File: src/rtl/accel_pkg.sv
// rtl/accel_pkg.sv - shared state encodings, stage indices and helpers for the phase scheduler
//
// Purpose: single source for the scheduler's state codes, the stage bit
// positions used on stage_start/stage_done, and the default watchdog limit.
package accel_pkg;

  localparam logic [2:0] ST_IDLE       = 3'b000;
  localparam logic [2:0] ST_GET_PARAM  = 3'b001;
  localparam logic [2:0] ST_GET_DATA   = 3'b010;
  localparam logic [2:0] ST_EX         = 3'b011;
  localparam logic [2:0] ST_WRIT_PRE   = 3'b100;
  localparam logic [2:0] ST_WRITE_BACK = 3'b101;
  localparam logic [2:0] ST_DONE       = 3'b110;
  localparam logic [2:0] ST_ERROR      = 3'b111;

  localparam int STG_GET_PARAM  = 0;
  localparam int STG_GET_DATA   = 1;
  localparam int STG_EX         = 2;
  localparam int STG_WRIT_PRE   = 3;
  localparam int STG_WRITE_BACK = 4;

  localparam int TIMEOUT_DEFAULT = 1024;

  // One-hot stage bit for a stage state; all zeros for IDLE/DONE/ERROR.
  function automatic logic [4:0] stage_mask(input logic [2:0] s);
    logic [4:0] m;
    m = '0;
    case (s)
      ST_GET_PARAM:  m[STG_GET_PARAM]  = 1'b1;
      ST_GET_DATA:   m[STG_GET_DATA]   = 1'b1;
      ST_EX:         m[STG_EX]         = 1'b1;
      ST_WRIT_PRE:   m[STG_WRIT_PRE]   = 1'b1;
      ST_WRITE_BACK: m[STG_WRITE_BACK] = 1'b1;
      default:       m = '0;
    endcase
    return m;
  endfunction

endpackage

File: src/rtl/stage_watchdog.sv
// rtl/stage_watchdog.sv - per-stage cycle watchdog
//
// Purpose: counts cycles spent in the current stage; expired is high once the
// count reaches TIMEOUT-1.
// Ports:
//   clk     - clock, rising edge
//   rst_n   - synchronous active-low reset
//   restart - clear the count (asserted on the edge that enters a new state)
//   tick    - advance the count by one
//   expired - count has reached TIMEOUT-1
module stage_watchdog #(
  parameter int TIMEOUT = 1024
) (
  input  logic clk,
  input  logic rst_n,
  input  logic restart,
  input  logic tick,
  output logic expired
);

  localparam int CW = (TIMEOUT > 1) ? $clog2(TIMEOUT) : 1;
  localparam logic [CW-1:0] LAST = CW'(TIMEOUT - 1);

  logic [CW-1:0] count;

  // Saturates at LAST so a stalled count can never wrap back to zero.
  always_ff @(posedge clk) begin
    if (!rst_n) begin
      count <= '0;
    end else if (restart) begin
      count <= '0;
    end else if (tick && (count != LAST)) begin
      count <= count + CW'(1);
    end
  end

  assign expired = (count == LAST);

endmodule

File: src/rtl/phase_scheduler.sv
// rtl/phase_scheduler.sv - five-stage iterating phase scheduler with watchdog
//
// Purpose: sequences GET_PARAM -> GET_DATA -> EX -> WRIT_PRE -> WRITE_BACK for
// iter_limit iterations, with early finish, per-stage timeout and clear.
// Ports:
//   clk, rst_n   - clock and synchronous active-low reset
//   start        - begin a run (IDLE only); iter_limit latched with it
//   iter_limit   - number of full iterations
//   finish       - early termination from any stage
//   clear        - leave DONE/ERROR back to IDLE
//   stage_done   - per-stage completion, bit0 GET_PARAM .. bit4 WRITE_BACK
//   stage_start  - one-cycle launch pulse on the first cycle of each stage
//   state        - current state code
//   iter_cnt     - completed iterations
//   busy/done/error - stage state / DONE / ERROR indicators
module phase_scheduler
  import accel_pkg::*;
#(
  parameter int ITER_W  = 16,
  parameter int TIMEOUT = TIMEOUT_DEFAULT
) (
  input  logic              clk,
  input  logic              rst_n,
  input  logic              start,
  input  logic [ITER_W-1:0] iter_limit,
  input  logic              finish,
  input  logic              clear,
  input  logic [4:0]        stage_done,
  output logic [4:0]        stage_start,
  output logic [2:0]        state,
  output logic [ITER_W-1:0] iter_cnt,
  output logic              busy,
  output logic              done,
  output logic              error
);

  logic [2:0]        state_q, state_d;
  logic [ITER_W-1:0] cnt_q, cnt_d, cnt_inc;
  logic [ITER_W-1:0] limit_q, limit_d;
  logic [4:0]        pulse_q, pulse_d;
  logic              in_stage;
  logic              cur_done;
  logic              expired;
  logic              state_change;

  assign in_stage = (stage_mask(state_q) != 5'd0);
  // Only the bit belonging to the current stage counts as completion.
  assign cur_done = |(stage_done & stage_mask(state_q));
  assign cnt_inc  = cnt_q + ITER_W'(1);

  always_comb begin
    state_d = state_q;
    cnt_d   = cnt_q;
    limit_d = limit_q;
    case (state_q)
      ST_IDLE: begin
        if (start) begin
          cnt_d   = '0;
          limit_d = iter_limit;
          state_d = (iter_limit == '0) ? ST_DONE : ST_GET_PARAM;
        end
      end
      ST_DONE, ST_ERROR: begin
        if (clear) begin
          state_d = ST_IDLE;
        end
      end
      default: begin
        // Stage states: finish beats completion, completion beats timeout.
        if (finish) begin
          state_d = ST_DONE;
        end else if (cur_done) begin
          if (state_q == ST_WRITE_BACK) begin
            cnt_d   = cnt_inc;
            state_d = (cnt_inc == limit_q) ? ST_DONE : ST_GET_PARAM;
          end else begin
            state_d = state_q + 3'd1;
          end
        end else if (expired) begin
          state_d = ST_ERROR;
        end
      end
    endcase
  end

  assign state_change = (state_d != state_q);
  // Registered launch pulse: set only on the edge that enters a stage, so it
  // is high for exactly that stage's first cycle (WRITE_BACK -> GET_PARAM too).
  assign pulse_d = state_change ? stage_mask(state_d) : 5'd0;

  always_ff @(posedge clk) begin
    if (!rst_n) begin
      state_q <= ST_IDLE;
      cnt_q   <= '0;
      limit_q <= '0;
      pulse_q <= '0;
    end else begin
      state_q <= state_d;
      cnt_q   <= cnt_d;
      limit_q <= limit_d;
      pulse_q <= pulse_d;
    end
  end

  stage_watchdog #(
    .TIMEOUT(TIMEOUT)
  ) u_watchdog (
    .clk    (clk),
    .rst_n  (rst_n),
    .restart(state_change),
    .tick   (in_stage && !cur_done),
    .expired(expired)
  );

  assign stage_start = pulse_q;
  assign state       = state_q;
  assign iter_cnt    = cnt_q;
  // Gated by rst_n so indicators drop as soon as reset is asserted.
  assign busy  = rst_n && in_stage;
  assign done  = rst_n && (state_q == ST_DONE);
  assign error = rst_n && (state_q == ST_ERROR);

endmodule

File: config.mk
export PLATFORM = sky130hd
export DESIGN_NAME = phase_scheduler
export DESIGN_NICKNAME = d
export VERILOG_FILES = /design/src/rtl/accel_pkg.sv /design/src/rtl/stage_watchdog.sv /design/src/rtl/phase_scheduler.sv
export SDC_FILE = /design/constraint.sdc
export NUM_CORES = 1
export LEC_CHECK = 0
export BUFFER_PORTS_ARGS = -buffer_cell sky130_fd_sc_hd__buf_4
export CAP_MARGIN = 20
export CORE_AREA = 2 2 90 92
export CTS_CLUSTER_DIAMETER = 30
export DETAILED_ROUTE_END_ITERATION = 6
export DIE_AREA = 0 0 92 94
export GPL_ROUTABILITY_DRIVEN = 0
export HOLD_SLACK_MARGIN = 0.05
export MAX_ROUTING_LAYER = met4
export PLACE_DENSITY_LB_ADDON = 0.15
export SETUP_SLACK_MARGIN = 0.1
export SYNTH_ARGS = -nofsm -noshare
export SYNTH_HDL_FRONTEND = slang
export SYNTH_HIERARCHICAL = 1
export SYNTH_SLANG_ARGS = --single-unit
File: constraint.sdc
create_clock -name clk -period 5.9 [get_ports clk]
set_clock_uncertainty 0.05 [all_clocks]
set_input_delay 0.885 -clock clk [delete_from_list [all_inputs] [get_ports clk]]
set_output_delay 0.885 -clock clk [all_outputs]
set_load 0.005 [all_outputs]
==> results.txt <==
----------------------------------------------------
[Yosys]
  Number of enable-type register cells in the synthesized netlist ... 0
  Post-synthesis compound-gate area fraction ... 23.9%
  Post-synth top area cell ... dfxtp_1
  Number of library cell types mapped by synthesis ... 72
  Fraction of synthesized area in multiplexers ... 1.26%
  Parity-gate share of the synthesized area counting xor and xnor cells ... 5.98%
  Cell area after synthesis ... 3370 um^2
  Synthesized-area fraction occupied by adder cells ... 2.97%
  Fraction of the mapped netlist area in simple logic gates ... 30.4%
  Register area share after synthesis ... 29.7%
  Count of mapped cells out of synthesis ... 425
  Synthesized area divided by synthesized cell count ... 7.93 um^2
  Top cell type's share of synthesized area ... 29.7%
  Largest family of logic cells by synthesized area ... simple AND/OR/NAND/NOR gates
  Yosys warning total ... 6
  Flop and latch count out of synthesis ... 50
  Cells taking the most area after synthesis ... dfxtp_1 (30%), a21oi_1 (6.5%), nand2_1 (5.9%)
  FFs w/ async S/R, synth ... 0%
  Flip-flop cell with the highest count after synthesis ... dfxtp_1
  Number of nets in the synthesized netlist ... 459

[Clocking]
  Post-CTS clock slew at the launch and capture registers of the worst setup and hold paths ... 0.10 ns
  # Post-CTS Setup Buffers ... 0
  CTS Hold Buffers Added ... 0
  Maximum level of the CTS H-tree ... 2
  Count of clock tree sinks ... 50
  Buffer levels on the longest clock path ... 2
  Clock root cell ... clkbuf_8
  Cells resized by post-CTS repair ... 0
  Source-to-sink clock delay at the later pin of the worst-skew pair ... 0.31 ns
  Clock tree from TritonCTS ... done
  Number of CTS-inserted buffers ... 5

[Timing]
  Post-Route Setup TNS ... 0 ns
  Actual transition at the worst max-transition pin ... 0.918 ns
  Worst relative slew slack ... 38.5%
  Period utilisation layout ... 62.7%
  Number of max-slew violations in the final report ... 0
  RSZ-0062 raised after global routing ... no
  Final hold vios ... 0
  Final setup violation count ... 0
  Shortest clock period the worst path allows after layout ... 3.70 ns
  Max Fclk ... 0.270 GHz
  Min Hold Slack ... 0.423 ns

[Die]
  Overall die width ... 92 um
  Area of the placeable core ... 7610 um^2
  Die outline height ... 94 um
  Floorplan die area ... 8650 um^2
  Initial Utilization ... 44.3%
  I/O pin count ... 53
  Placement Rows ... 32

[Place]
  Total half-perimeter wirelength after legalization and detailed placement ... 6280 um
  Number of instances in the placed design ... 556
  Port Buffer Count ... 52

[Worst setup path]
  Worst Setup Start Kind ... flip-flop
  Startpoint-to-endpoint class of the critical path ... reg2reg
  Critical R2R Launch ... state[2]
  CP startpoint ... state[2]
  Data arrival time at the worst-slack endpoint ... 3.85 ns
  Largest driver fanout on the critical path ... 20
  Worst endpoint required time ... 6.05 ns
  Critical Path Sink Type ... flip-flop

[Power]
  Power density relative to cell area ... 283 nW/um^2
  Total leakage power ... 1.39 nW
  Total Power Consumption ... 1.09 mW
  Largest vdd supply drop ... 218 uV

[Routing]
  DRC violation total after the first TritonRoute iteration ... 304
  Met3 Routed Length ... 483 um
  Number of nets with antenna violations after detailed routing ... 0
  Sum of routed wire length over all layers ... 8670 um
  Detailed-route vias per instance ... 5.84
  Detailed-route via count ... 3291
  Post-route met1 wirelength ... 4420 um
  Pre-antenna DRT Iters ... 5
  Met2 routed wirelength ... 3660 um
  Highest metal layer used by the detailed router ... met4
  WL per Instance ... 15.4 um
  DRC viols ... 0

[GRT]
  Number of global-route vias before repair ... 2920
  GR Overflow Total ... 0
  All-Layer GR Usage ... 20.7%
  Largest net degree at the start of global routing ... 33
  First-pass GRT wire length ... 14200 um
  Antenna violations before repair ... 0

[Finish]
  Number of nets in the finished design ... 495
  Share of final-layout standard cells stronger than drive strength 1 ... 19.3%
  Finished Core Util ... 50.6%
  Post-layout instance count excluding filler cells ... 564
  Number of antenna diodes ... 0
  Fillcell total ... 770
  Area growth from synthesis to final layout ... 14.3%

[Flow run]
  Max-cap violations ... 0

[Hold path]
  Critical hold path startpoint ... limit_q[1]
  Min-Delay Path Class ... reg2reg

[Status]
  Run status ... finished, final reports clean

----------------------------------------------------
==> metrics by stage <==
step,instance area [um^2],worst slack (ns)
after global routing,3850,1.94
after global placement,3760,2.44
after detailed placement,3760,2.32
final,3850,2.20
after CTS,3850,2.30
after floorplan,3370,2.66
==> flip-flops by register name (all words and copies together) (netlist names) <==
register / cells
stage_start: 5
limit_q: 16
state: 3
u_watchdog/count: 10
iter_cnt: 16
==> routing by layer <==
layer / global-route usage [%] / up-vias
li1: - / 1635
met1: 30.0 / 1515
met5: - / -
met3: 2.49 / 13
met2: 30.6 / 128
met4: 5.35 / 0
==> cells in the mapped netlist (2+ instances only) <==
master and number:
a2111oi_4 2, a211o_1 2, a211oi_1 5, a211oi_2 4, a21oi_1 44, a21oi_2 2
a22oi_1 2, a31oi_1 6, a41oi_1 2, and2_1 7, and3_1 6, and4_1 4
and4b_1 3, buf_2 6, buf_4 2, buf_6 3, clkbuf_1 10, clkbuf_2 2
dfxtp_1 50, ha_1 8, inv_1 12, mux2_2 2, mux2i_1 2, nand2_1 53
nand2b_1 2, nand3_1 20, nand3b_1 6, nand4_1 6, nand4b_1 2, nor2_1 26
nor2b_1 2, nor3_1 16, nor4_1 5, nor4_2 3, nor4b_1 2, o211ai_1 7
o21ai_0 28, or3_1 5, or4_1 2, xnor2_1 15, xor2_1 8
==> cells in the final DEF (no fill, tap or decap), types with 3 or more instances in the layout <==
| master | count |
|---|---|
| and4_1 | 4 |
| nand3_1 | 20 |
| xor2_1 | 8 |
| inv_1 | 12 |
| and4b_1 | 3 |
| nor3_1 | 15 |
| nand4_1 | 6 |
| o21ai_0 | 28 |
| nor4_1 | 5 |
| and3_1 | 6 |
| ha_1 | 8 |
| clkbuf_8 | 5 |
| a211oi_2 | 4 |
| nand3b_1 | 6 |
| nor2_1 | 26 |
| or3_1 | 5 |
| a21oi_1 | 44 |
| dfxtp_1 | 50 |
| buf_4 | 54 |
| a31oi_1 | 6 |
| a211oi_1 | 5 |
| and2_1 | 7 |
| o211ai_1 | 7 |
| nand2_1 | 53 |
| nor4_2 | 3 |
| xnor2_1 | 15 |
==> kinds of logic after synthesis <==
logic type | count (synthesis)
DFF | 50
adders and majority gates | 8
and+or+nand+nor | 183
buffers and inverters | 37
muxes | 4
AOI/OAI and AO/OA | 120
xor gates and xnor gates | 23
==> worst max-delay path: stages (launching register included) <==
cell and delay [ns]:
dfxtp_1 0.73, inv_1 0.26, ha_1 0.27, a32o_1 0.20
a21oi_1 0.22, and2_1 0.34, nor3_1 0.15, or4_1 0.53
o31a_1 0.12, nand4_1 0.12, and2b_1 0.26, a32oi_1 0.24
o211ai_1 0.11
==> where the power goes <==
| part | switching, mW | total [mW] | internal (mW) |
|---|---|---|---|
| Combinational | 0.263 | 0.449 | 0.186 |
| Sequential | 0.0467 | 0.428 | 0.382 |
| Clock | 0.125 | 0.211 | 0.0859 |
==> area by class of cell <==
type | instances | area (um^2) | area share, %
repair buffers | 54 | 405 | 10.5
well taps | 102 | 128 | 3.31
inverters | 12 | 45.0 | 1.17
clock buffers | 5 | 68.8 | 1.79
multi-input cells | 338 | 2180 | 56.6
clock inverters | 3 | 25.0 | 0.650
flip-flops and latches | 50 | 1000 | 26.0
==> path summary, 6_finish.rpt <==
check	to	cells after the start	slack, ns
worst max-delay path	u_watchdog/count[1]	12	2.20
worst min-delay path	limit_q[1]	2	0.42
worst max register to register	u_watchdog/count[1]	12	2.20
worst min register to register	limit_q[1]	2	0.42
No activity file was read; power rests on OpenSTA's default activity.
